[src/rtl/phantom_pkg.sv]
// phantom_pkg: shared types and helpers for the forwarding scoreboard.
// Entry dest is held at ADDR_MAX bits so one struct serves every ADDR_W up to 16.
package phantom_pkg;
    localparam int ADDR_MAX = 16;
    localparam int SEL_REGFILE = 0;

    typedef struct packed {
        logic                valid;
        logic [ADDR_MAX-1:0] dest;
        logic                wr;
        logic                load;
    } frwrd_entry_t;

    function automatic int clog2(input int v);
        int r = 0;
        while ((1 << r) < v) r++;
        return r;
    endfunction
endpackage

[src/rtl/frwrd_match.sv]
// frwrd_match: youngest-producer priority select and load-use hazard for one source.
// FRWRD_ZERO_REG_EN makes address 0 a constant-zero register that never matches.
module frwrd_match
    import phantom_pkg::*;
#(
    parameter int ADDR_W = 4,
    parameter int DEPTH = 2,
    parameter int LOAD_LATENCY = 2,
    parameter int SEL_W = 2
) (
    input  frwrd_entry_t [DEPTH-1:0] entries,
    input  logic [ADDR_W-1:0]        src,
    input  logic                     used,
    output logic [SEL_W-1:0]         sel,
    output logic                     hazard
);
    logic zero;
`ifdef FRWRD_ZERO_REG_EN
    assign zero = src == '0;
`else
    assign zero = 1'b0;
`endif

    // Scan oldest to youngest so the youngest match is the last to overwrite.
    always_comb begin
        sel = SEL_W'(SEL_REGFILE);
        hazard = 1'b0;
        for (int k = DEPTH - 1; k >= 0; k--)
            if (entries[k].valid && entries[k].wr && used && !zero &&
                entries[k].dest == ADDR_MAX'(src)) begin
                sel = SEL_W'(k + 1);
                hazard = entries[k].load && (k + 1 < LOAD_LATENCY);
            end
    end
endmodule

[src/rtl/frwrd_scoreboard.sv]
// frwrd_scoreboard: shift-register scoreboard of recent producers with operand forwarding selects,
// load-use stall and saturating stall counter. FRWRD_ZERO_REG_EN enables the constant-zero r0.
module frwrd_scoreboard
    import phantom_pkg::*;
#(
    parameter int ADDR_W = 4,
    parameter int NUM_SRC = 3,
    parameter int DEPTH = 2,
    parameter int LOAD_LATENCY = 2,
    parameter int SEL_W = clog2(DEPTH + 1),
    parameter int CNT_W = 16
) (
    input  logic                      clock,
    input  logic                      reset_n,
    input  logic                      issue_valid,
    input  logic [ADDR_W-1:0]         issue_dest_address,
    input  logic                      issue_register_write_ctrl,
    input  logic                      issue_mem_read_ctrl,
    input  logic [NUM_SRC*ADDR_W-1:0] src_address,
    input  logic [NUM_SRC-1:0]        src_used,
    input  logic                      flush,
    output logic [NUM_SRC*SEL_W-1:0]  src_sel,
    output logic                      stall,
    output logic [CNT_W-1:0]          stall_cycles
);
    frwrd_entry_t [DEPTH-1:0] entries;
    logic [NUM_SRC-1:0] hazard;
    logic push_wr;

`ifdef FRWRD_ZERO_REG_EN
    assign push_wr = issue_register_write_ctrl && issue_dest_address != '0;
`else
    assign push_wr = issue_register_write_ctrl;
`endif

    for (genvar i = 0; i < NUM_SRC; i++) begin : g_src
        frwrd_match #(
            .ADDR_W(ADDR_W),
            .DEPTH(DEPTH),
            .LOAD_LATENCY(LOAD_LATENCY),
            .SEL_W(SEL_W)
        ) u_match (
            .entries(entries),
            .src(src_address[i*ADDR_W +: ADDR_W]),
            .used(src_used[i]),
            .sel(src_sel[i*SEL_W +: SEL_W]),
            .hazard(hazard[i])
        );
    end

    assign stall = issue_valid && |hazard;

    always_ff @(posedge clock or negedge reset_n) begin
        if (!reset_n) begin
            entries <= '0;
        end else if (flush) begin
            for (int k = 0; k < DEPTH; k++) entries[k].valid <= 1'b0;
        end else begin
            for (int k = DEPTH - 1; k > 0; k--) entries[k] <= entries[k-1];
            entries[0] <= '{valid: issue_valid && !stall, dest: ADDR_MAX'(issue_dest_address),
                            wr: push_wr, load: issue_mem_read_ctrl};
        end
    end

    always_ff @(posedge clock or negedge reset_n) begin
        if (!reset_n) stall_cycles <= '0;
        else if (stall && !flush && stall_cycles != '1) stall_cycles <= stall_cycles + 1'b1;
    end
endmodule

[config.mk]
export PLATFORM = sky130hd
export DESIGN_NAME = frwrd_scoreboard
export DESIGN_NICKNAME = d
export VERILOG_FILES = /design/src/rtl/phantom_pkg.sv /design/src/rtl/frwrd_match.sv /design/src/rtl/frwrd_scoreboard.sv
export SDC_FILE = /design/constraint.sdc
export NUM_CORES = 1
export LEC_CHECK = 0
export BUFFER_PORTS_ARGS = -buffer_cell sky130_fd_sc_hd__buf_2
export CORE_MARGIN = 3
export CORE_UTILIZATION = 55
export CTS_CLUSTER_SIZE = 8
export DETAILED_ROUTE_END_ITERATION = 6
export PLACE_DENSITY = 0.82
export SKIP_CTS_REPAIR_TIMING = 1
export SLEW_MARGIN = 5
export SYNTH_ARGS = -nofsm -noshare
export SYNTH_HDL_FRONTEND = slang
export SYNTH_SLANG_ARGS = --single-unit
export TNS_END_PERCENT = 10
[constraint.sdc]
create_clock -name clock -period 5.1 [get_ports clock]
set_input_delay 0.51 -clock clock [delete_from_list [all_inputs] [get_ports clock]]
set_output_delay 0.51 -clock clock [all_outputs]
set_load 0.1 [all_outputs]
# [Yosys cells after proc, flatten, opt, wreduce, memory -nomap -nowiden]
# Cells that the tools add are included.
[totals] word_cells=48 output_inout_bits=23 register_bits=29
[classes] reduce_logical=21 n_mux=11 eq_ne=7 add_sub_neg=1
[ops] operator="$eq A4 B4 Y1" count=6
[ops] operator="$logic_and A1 B1 Y1" count=18
[ops] operator="$add A16 B1 Y16 const B" count=1
[ops] operator="$ne A16 B16 Y1 const B" count=1
[ops] operator="$mux W2" count=6
[ops] operator="$mux W1" count=5
[ops] operator="$reduce_or A3 Y1" count=1
[ops] operator="$logic_not A1 Y1" count=2

# [Longest topological paths before layout]
# Gate-level depths: netlist of run 1.
[depth] word_depth=9 ltp_mapped=7

# [Hierarchy]
# Synthesis of run 1 repeated with hierarchy kept, for this count alone.
[unflattened] cells_unflattened=175 hier_area_um2=1848.0
[by_module_without_submodules] mod="frwrd_scoreboard" area_each_um2=1322.5 n_inst=1 seq_area_each_um2=750.7 cells_each=103
[by_module_without_submodules] mod="frwrd_match" area_each_um2=175.2 n_inst=3 seq_area_each_um2=0.0 cells_each=24

# [Worst setup path after synthesis of run 1]
# OpenSTA, ideal clock, no wires.
[synth_timing] kind="input to output" start="input src_address[3]" end="output src_sel[1]" arrival_time_ns=3.982 n_path_buf=0 required_ns=4.590 slack_ns=0.608 cell_stages=3 cell_sequence="xor2_1 > nor4_2 > nor3_1"
[synth_via] elab_chain_len=4 word_cells_on_any_way=6
[synth_rtl] item="from (decl)" line="frwrd_scoreboard.sv:19" rtl="input logic [NUM_SRC*ADDR_W-1:0] src_address,"
[synth_rtl] item="$eq A4 B4 Y1" line="frwrd_match.sv:30" rtl="entries[k].dest == ADDR_MAX'(src)) begin"
[synth_rtl] item="$logic_and A1 B1 Y1" line="frwrd_match.sv:29" rtl="if (entries[k].valid && entries[k].wr && used && !zero &&"
[synth_rtl] item="$mux W2" line="frwrd_match.sv:29"
[synth_rtl] item="$mux W2 (*)" line="frwrd_match.sv:29"
[synth_rtl] item="to (decl)" line="frwrd_scoreboard.sv:22" rtl="output logic [NUM_SRC*SEL_W-1:0] src_sel,"
# Mark *: on every way between the ends. The rest lies on a longest branch, timed or not.

# [Final worst setup path of run 1]
[layout_timing] start="register entries[5] (netlist name)" end="output stall"
[layout_via] elab_chain_len=5 word_cells_on_any_way=11
[layout_rtl] item="$eq A4 B4 Y1" line="frwrd_match.sv:30"
[layout_rtl] item="$logic_and A1 B1 Y1" line="frwrd_match.sv:29"
[layout_rtl] item="$mux W1" line="frwrd_match.sv:29"
[layout_rtl] item="$reduce_or A3 Y1 (*)" line="frwrd_scoreboard.sv:51" rtl="assign stall = issue_valid && |hazard;"
[layout_rtl] item="$logic_and A1 B1 Y1 (*)" line="frwrd_scoreboard.sv:51"
[layout_rtl] item="to (decl)" line="frwrd_scoreboard.sv:23" rtl="output logic stall,"
# Marked as above.

==> metrics, run 1 <==
max-cap violations 0; # DRC 0; H-tree depth 2; skew final 0.00398 ns; endpoints failing setup 0; Synth-to-Final Area Change 19.2%; slew margin rel. 58.2%; final setup TNS 0 ns; Clock power frac 28.7%; #FFs+latches synth 29; Multi-input gate area 873 um2; DR vias 1325; power per cell area 250 nW/um2; Startpoint Class flop; largest net degree at the start of global routing 30; Slew Limit Fails 0; # diodes 0; sequential area share after synthesis 44.6%; # rows 19; CP endpoint kind primary output; Syn Area/Cell 11.1 um2; vias in the first global route 1308; CP Class reg -> out; final worst slack 2.04 ns; leak pwr 0.913 nW; Port Buffers 47; Nets 224; die height 60.4 um; fill count 215; Final Hold Viols 0; Max Clk Rate 327 MHz; DRT iter0 DRCs 30; starting density of the core 58.5%; layout cells sized above 1 35.9%; Mapped Cells 147; critical-path maximum fanout 11; DRT antenna net count 0; Worst EP arrival 2.55 ns; IO Count 48; CTS Root Cell clkbuf_4; CORE AREA 2780 um2; die area 3650 um2; Top FF cell, synth dfrtp_1; RR Startpoint entries[5]; Sink Count 29; First-pass DRT Iterations 6; Int Pwr 0.346 mW; RSZ-0062 raised after global routing no; Slew @ Worst Pin 0.628 ns; Sw Pwr 0.140 mW; Die X 60.4 um; Synth Cell Area 1630 um2; Post-synth EDFFs 0; Clock Path Buffers 2; post-synthesis async set-or-reset flop share 100%; syn_nets 173; Hold Crit Class in -> async; sequential share of power 54.1%; pre-CTS WS 2.23 ns; initial antenna violation count 0; gr usage total 20.7%; Final Wtd Congestion 0.936; maximum vdd drop 185 uV; GR Overflow Total 0; wire length per cell 15.1 um; status finished, final reports clean; Num CTS Buffers 5; fin crit share 60.0%; crit path launch entries[5]; worst skew pair latency 0.32 ns; Syn. warnings 0; Sw Share 28.7%; DP Wirelength 2710 um; first-pass GRT wire length 5540 um; Sequential cell area 726 um2; Distinct cells, synth 27; TritonCTS clock tree yes; Via density 5.79; CP Data Required Time 4.59 ns; Post-Route WL 3470 um; Worst-path clk slew 0.09 ns; Logic pwr share 17.2%; Tmin final 3.06 ns
## cells in the final DEF, fill, tap and decap left out, drive strengths merged
master / count
ha: 1
a21oi: 1
o311ai: 1
a41oi: 1
inv: 3
and2: 1
a31oi: 1
nor4: 4
buf: 47
nor3: 11
nor2b: 2
or2: 1
xor2: 14
and3: 5
or3: 1
nand2b: 1
mux2: 13
xnor2: 23
nand2: 4
nand3: 10
dfrtp: 29
nor2: 4
clkbuf: 7
nand4: 13
## worst paths after layout
check                                    to  slack [ns]  depth (start not counted)
setup / recovery                      stall        2.04                          5
hold / removal              stall_cycles[9]        0.20                          1
setup reg to reg           stall_cycles[12]        2.88                          5
hold reg to reg             stall_cycles[7]        0.50                          1
max in group asynchronous  stall_cycles[13]        4.49                          1
min in group clock               entries[0]        0.41                          2
## area by class of cell
type / count / area share [%]
Multi-Input combinational cell: 112 / 45.0
Sequential cell: 29 / 37.4
Timing Repair Buffer: 47 / 12.1
Clock buffer: 7 / 2.84
Tap cell: 31 / 2.00
Inverter: 3 / 0.581
## worst max-delay path, cell delays in order, from the launching register on
cell     delay, ns
dfrtp_1       0.46
xor2_1        0.20
nor4_2        0.55
or3_1         0.40
and3_1        0.19
buf_2         0.42
## metrics by stage
step	hold slack [ns]	total power [mW]	util [%]	area, um2	std cells
2_1_floorplan	0.214	0.321	-	1630	147
3_3_place_gp	0.474	0.347	67.7	1880	222
3_5_place_dp	0.496	0.352	67.7	1880	222
4_1_cts	0.211	0.492	69.7	1940	229
5_1_grt	0.231	0.511	69.7	1940	229
6_report	0.200	0.486	69.7	1940	229
## power by group through the flow
stage	sequential, mW	combinational [mW]	clock, mW
CTS	0.263	0.0847	0.144
global placement	0.266	0.0806	0
floorplan	0.270	0.0515	0
detailed placement	0.267	0.0844	0
global route	0.265	0.0907	0.155
finish	0.263	0.0835	0.139
## flip-flops by register name, indices dropped and copies added (netlist names)
signal and count:
stall_cycles 16, entries 13
## synth_stat cells (all sizes together) (2+ instances only)
cell type,instances,share of area (%)
and3,5,1.9
buf,3,1.0
dfrtp,29,45
inv,3,0.69
mux2,13,9.0
nand2,4,0.92
nand3,10,3.1
nand4,13,5.0
nor2,4,0.92
nor2b,2,0.77
nor3,11,3.4
nor4,4,3.6
xnor2,23,12
xor2,14,7.5
## metal layers
layer	wire length [um]	share of wire (%)	GRT usage [%]	up-vias
met1	1360	39	23.0	636
met2	1790	52	35.8	52
met4	70	2.0	10.4	0
met3	249	7.2	6.17	8
met5	0	0	0	-
li1	-	-	-	629
## cell families (layout without fill, tap and decap cells)
logic type,after synthesis,after routing,synth area share (%)
xor gates and xnor gates,37,37,19.9
buffers and inverters,6,57,1.69
DFF,29,29,44.6
and+or+nand+nor,57,57,21.2
adders and majority gates,1,1,0.769
AOI/OAI and AO/OA,4,4,2.85
muxes,13,13,9.00
(Power assumes the default switching activity.)
==> run 2, diff against run 1 <==
--- a/config.mk
+++ b/config.mk
@@ -7,10 +7,10 @@
 export LEC_CHECK = 0
 export BUFFER_PORTS_ARGS = -buffer_cell sky130_fd_sc_hd__buf_2
 export CORE_MARGIN = 3
-export CORE_UTILIZATION = 55
+export CORE_UTILIZATION = 51
 export CTS_CLUSTER_SIZE = 8
 export DETAILED_ROUTE_END_ITERATION = 6
-export PLACE_DENSITY = 0.82
+export PLACE_DENSITY = 0.77
 export SKIP_CTS_REPAIR_TIMING = 1
 export SLEW_MARGIN = 5
 export SYNTH_ARGS = -nofsm -noshare
==> constraint.sdc (replaced) <==
create_clock -name clock -period 2.9 [get_ports clock]
set_input_delay 0.29 -clock clock [delete_from_list [all_inputs] [get_ports clock]]
set_output_delay 0.29 -clock clock [all_outputs]
set_load 0.1 [all_outputs]
==> run 2 against run 1 <==
Net effect: total power rose by 120%; clock skew rose by 0.0036 ns; setup slack got worse by 1.8 ns; combinational power rose by 96%; non-clock buffer count rose by 2; hold slack got worse by 0.013 ns; largest cell class unchanged.
==> metrics, run 2 (synthesis gave the netlist of run 1 again) <==
status finished, final reports clean; Worst-path clk slew 0.09 ns; DR vias 1309; # rows 19; power per cell area 498 nW/um2; Final Hold Viols 0; placed cell areas 1990 um2; most common cell after layout, fill and taps aside buf_2; Multi-input gate area 952 um2; Max Clk Rate 383 MHz; CP Data Required Time 2.61 ns; leak pwr 0.958 nW; pre-CTS WS 0.642 ns; max incr delay on CP 0.44 ns; maximum vdd drop 430 uV; gr usage total 21.2%; Sink Count 29; crit path buf inv count 1; # DRC 0; CORE AREA 2900 um2; biggest regs stall_cycles (16), entries (13); Startpoint Class flop; slew margin rel. 57.6%; skew final 0.00754 ns; starting density of the core 56.1%; CTS Root Cell clkbuf_4; Post-Route WL 3750 um; CP max-delay cell dfrtp_1; first-pass GRT wire length 6450 um; Via density 5.39; Slew @ Worst Pin 0.637 ns; Num CTS Buffers 5; fill count 244; TritonCTS clock tree yes; max-cap violations 0; most frequent cells in the layout buf_2 (47), dfrtp_1 (26), xnor2_1 (23); fin crit share 90.0%; endpoints failing setup 0; final worst slack 0.289 ns; largest net degree at the start of global routing 30; die area 3900 um2; Final Wtd Congestion 0.900; vias in the first global route 1380; CP Class reg -> out; DP Wirelength 2860 um; initial antenna violation count 0; Hold Crit Class in -> reg; Synth-to-Final Area Change 29.2%; Nets 226; worst skew pair latency 0.33 ns; # diodes 0; First-pass DRT Iterations 5; Slew Limit Fails 0; H-tree depth 2; Clock Path Buffers 2; cell area after layout 2100 um2; CP endpoint kind primary output; Die X 62.5 um; overall power 1.05 mW; Tmin final 2.61 ns; Final Util 72.4%; largest register by flop count stall_cycles; wire length per cell 15.4 um; DRT antenna net count 0; hold_ws 0.188 ns; Port Buffers 47; die height 62.5 um; Worst EP arrival 2.32 ns; IO Count 48; GR Overflow Total 0; CP Cell Sequence xnor2_1, nand4_1, nor4_4, or3_1, and3_2, buf_2; RSZ-0062 raised after global routing no; critical-path maximum fanout 5; Largest register FFs 16; layout cells sized above 1 42.8%; Sequential cell area 729 um2; Crit path max-delay family simple AND/OR/NAND/NOR gates; DRT iter0 DRCs 69
run 2: cell types whose count changed in the layout (fill, tap and decap cells not counted), sizes merged:
cell	previous run	this run
clkbuf	7	5
dlygate4sd3	0	1
clkinv	0	1
buf	47	48
bufinv	0	2
run 2: path summary, 6_finish.rpt:
| check | startpoint | end | slack, ns | cells after the start |
|---|---|---|---|---|
| max | entries[4] | stall | 0.29 | 6 |
| min | issue_mem_read_ctrl | entries[0] | 0.19 | 2 |
| max reg2reg | stall_cycles[0] | stall_cycles[1] | 0.74 | 6 |
| min reg2reg | stall_cycles[7] | stall_cycles[7] | 0.51 | 1 |
| max in group asynchronous | reset_n | entries[3] | 1.94 | 2 |
| min in group asynchronous | reset_n | stall_cycles[10] | 0.50 | 2 |
run 2: metrics by stage:
step           cells  setup TNS, ns
5_1_grt          243              0
2_1_floorplan    147          -1.38
3_3_place_gp     234              0
4_1_cts          242              0
6_report         243              0
3_5_place_dp     234              0
run 2: worst register-to-register path, delay by kind of cell (launching register included):
kind | cells | cell delay [ns]
AND/OR/NAND/NOR | 3 | 0.79
flip-flops | 1 | 0.45
multiplexers | 1 | 0.39
adder cells (fa/ha/maj) | 1 | 0.21
AO/OA/AOI/OAI | 1 | 0.20
run 2: metal layers:
metal	global-route usage [%]	part of all wire, %
met1	23.9	40
met2	36.0	52
met3	6.12	6.7
met4	11.6	2.0
met5	0	0
run 2: area by class of cell:
| cell class | count | area share [%] |
|---|---|---|
| clock buffer | 5 | 1.79 |
| clock inverter | 3 | 3.10 |
| inverter | 3 | 0.536 |
| multi-input combinational | 112 | 45.3 |
| sequential | 29 | 34.7 |
| tap | 42 | 2.50 |
| timing repair buffer | 49 | 12.0 |
run 2: where the power goes:
group	internal (mW)	switching (mW)	total, mW	leakage (nW)
logic	0.0753	0.0885	0.164	0.532
registers	0.427	0.0403	0.467	0.370
clock network	0.267	0.147	0.414	0.0552
total	0.769	0.276	1.05	0.958
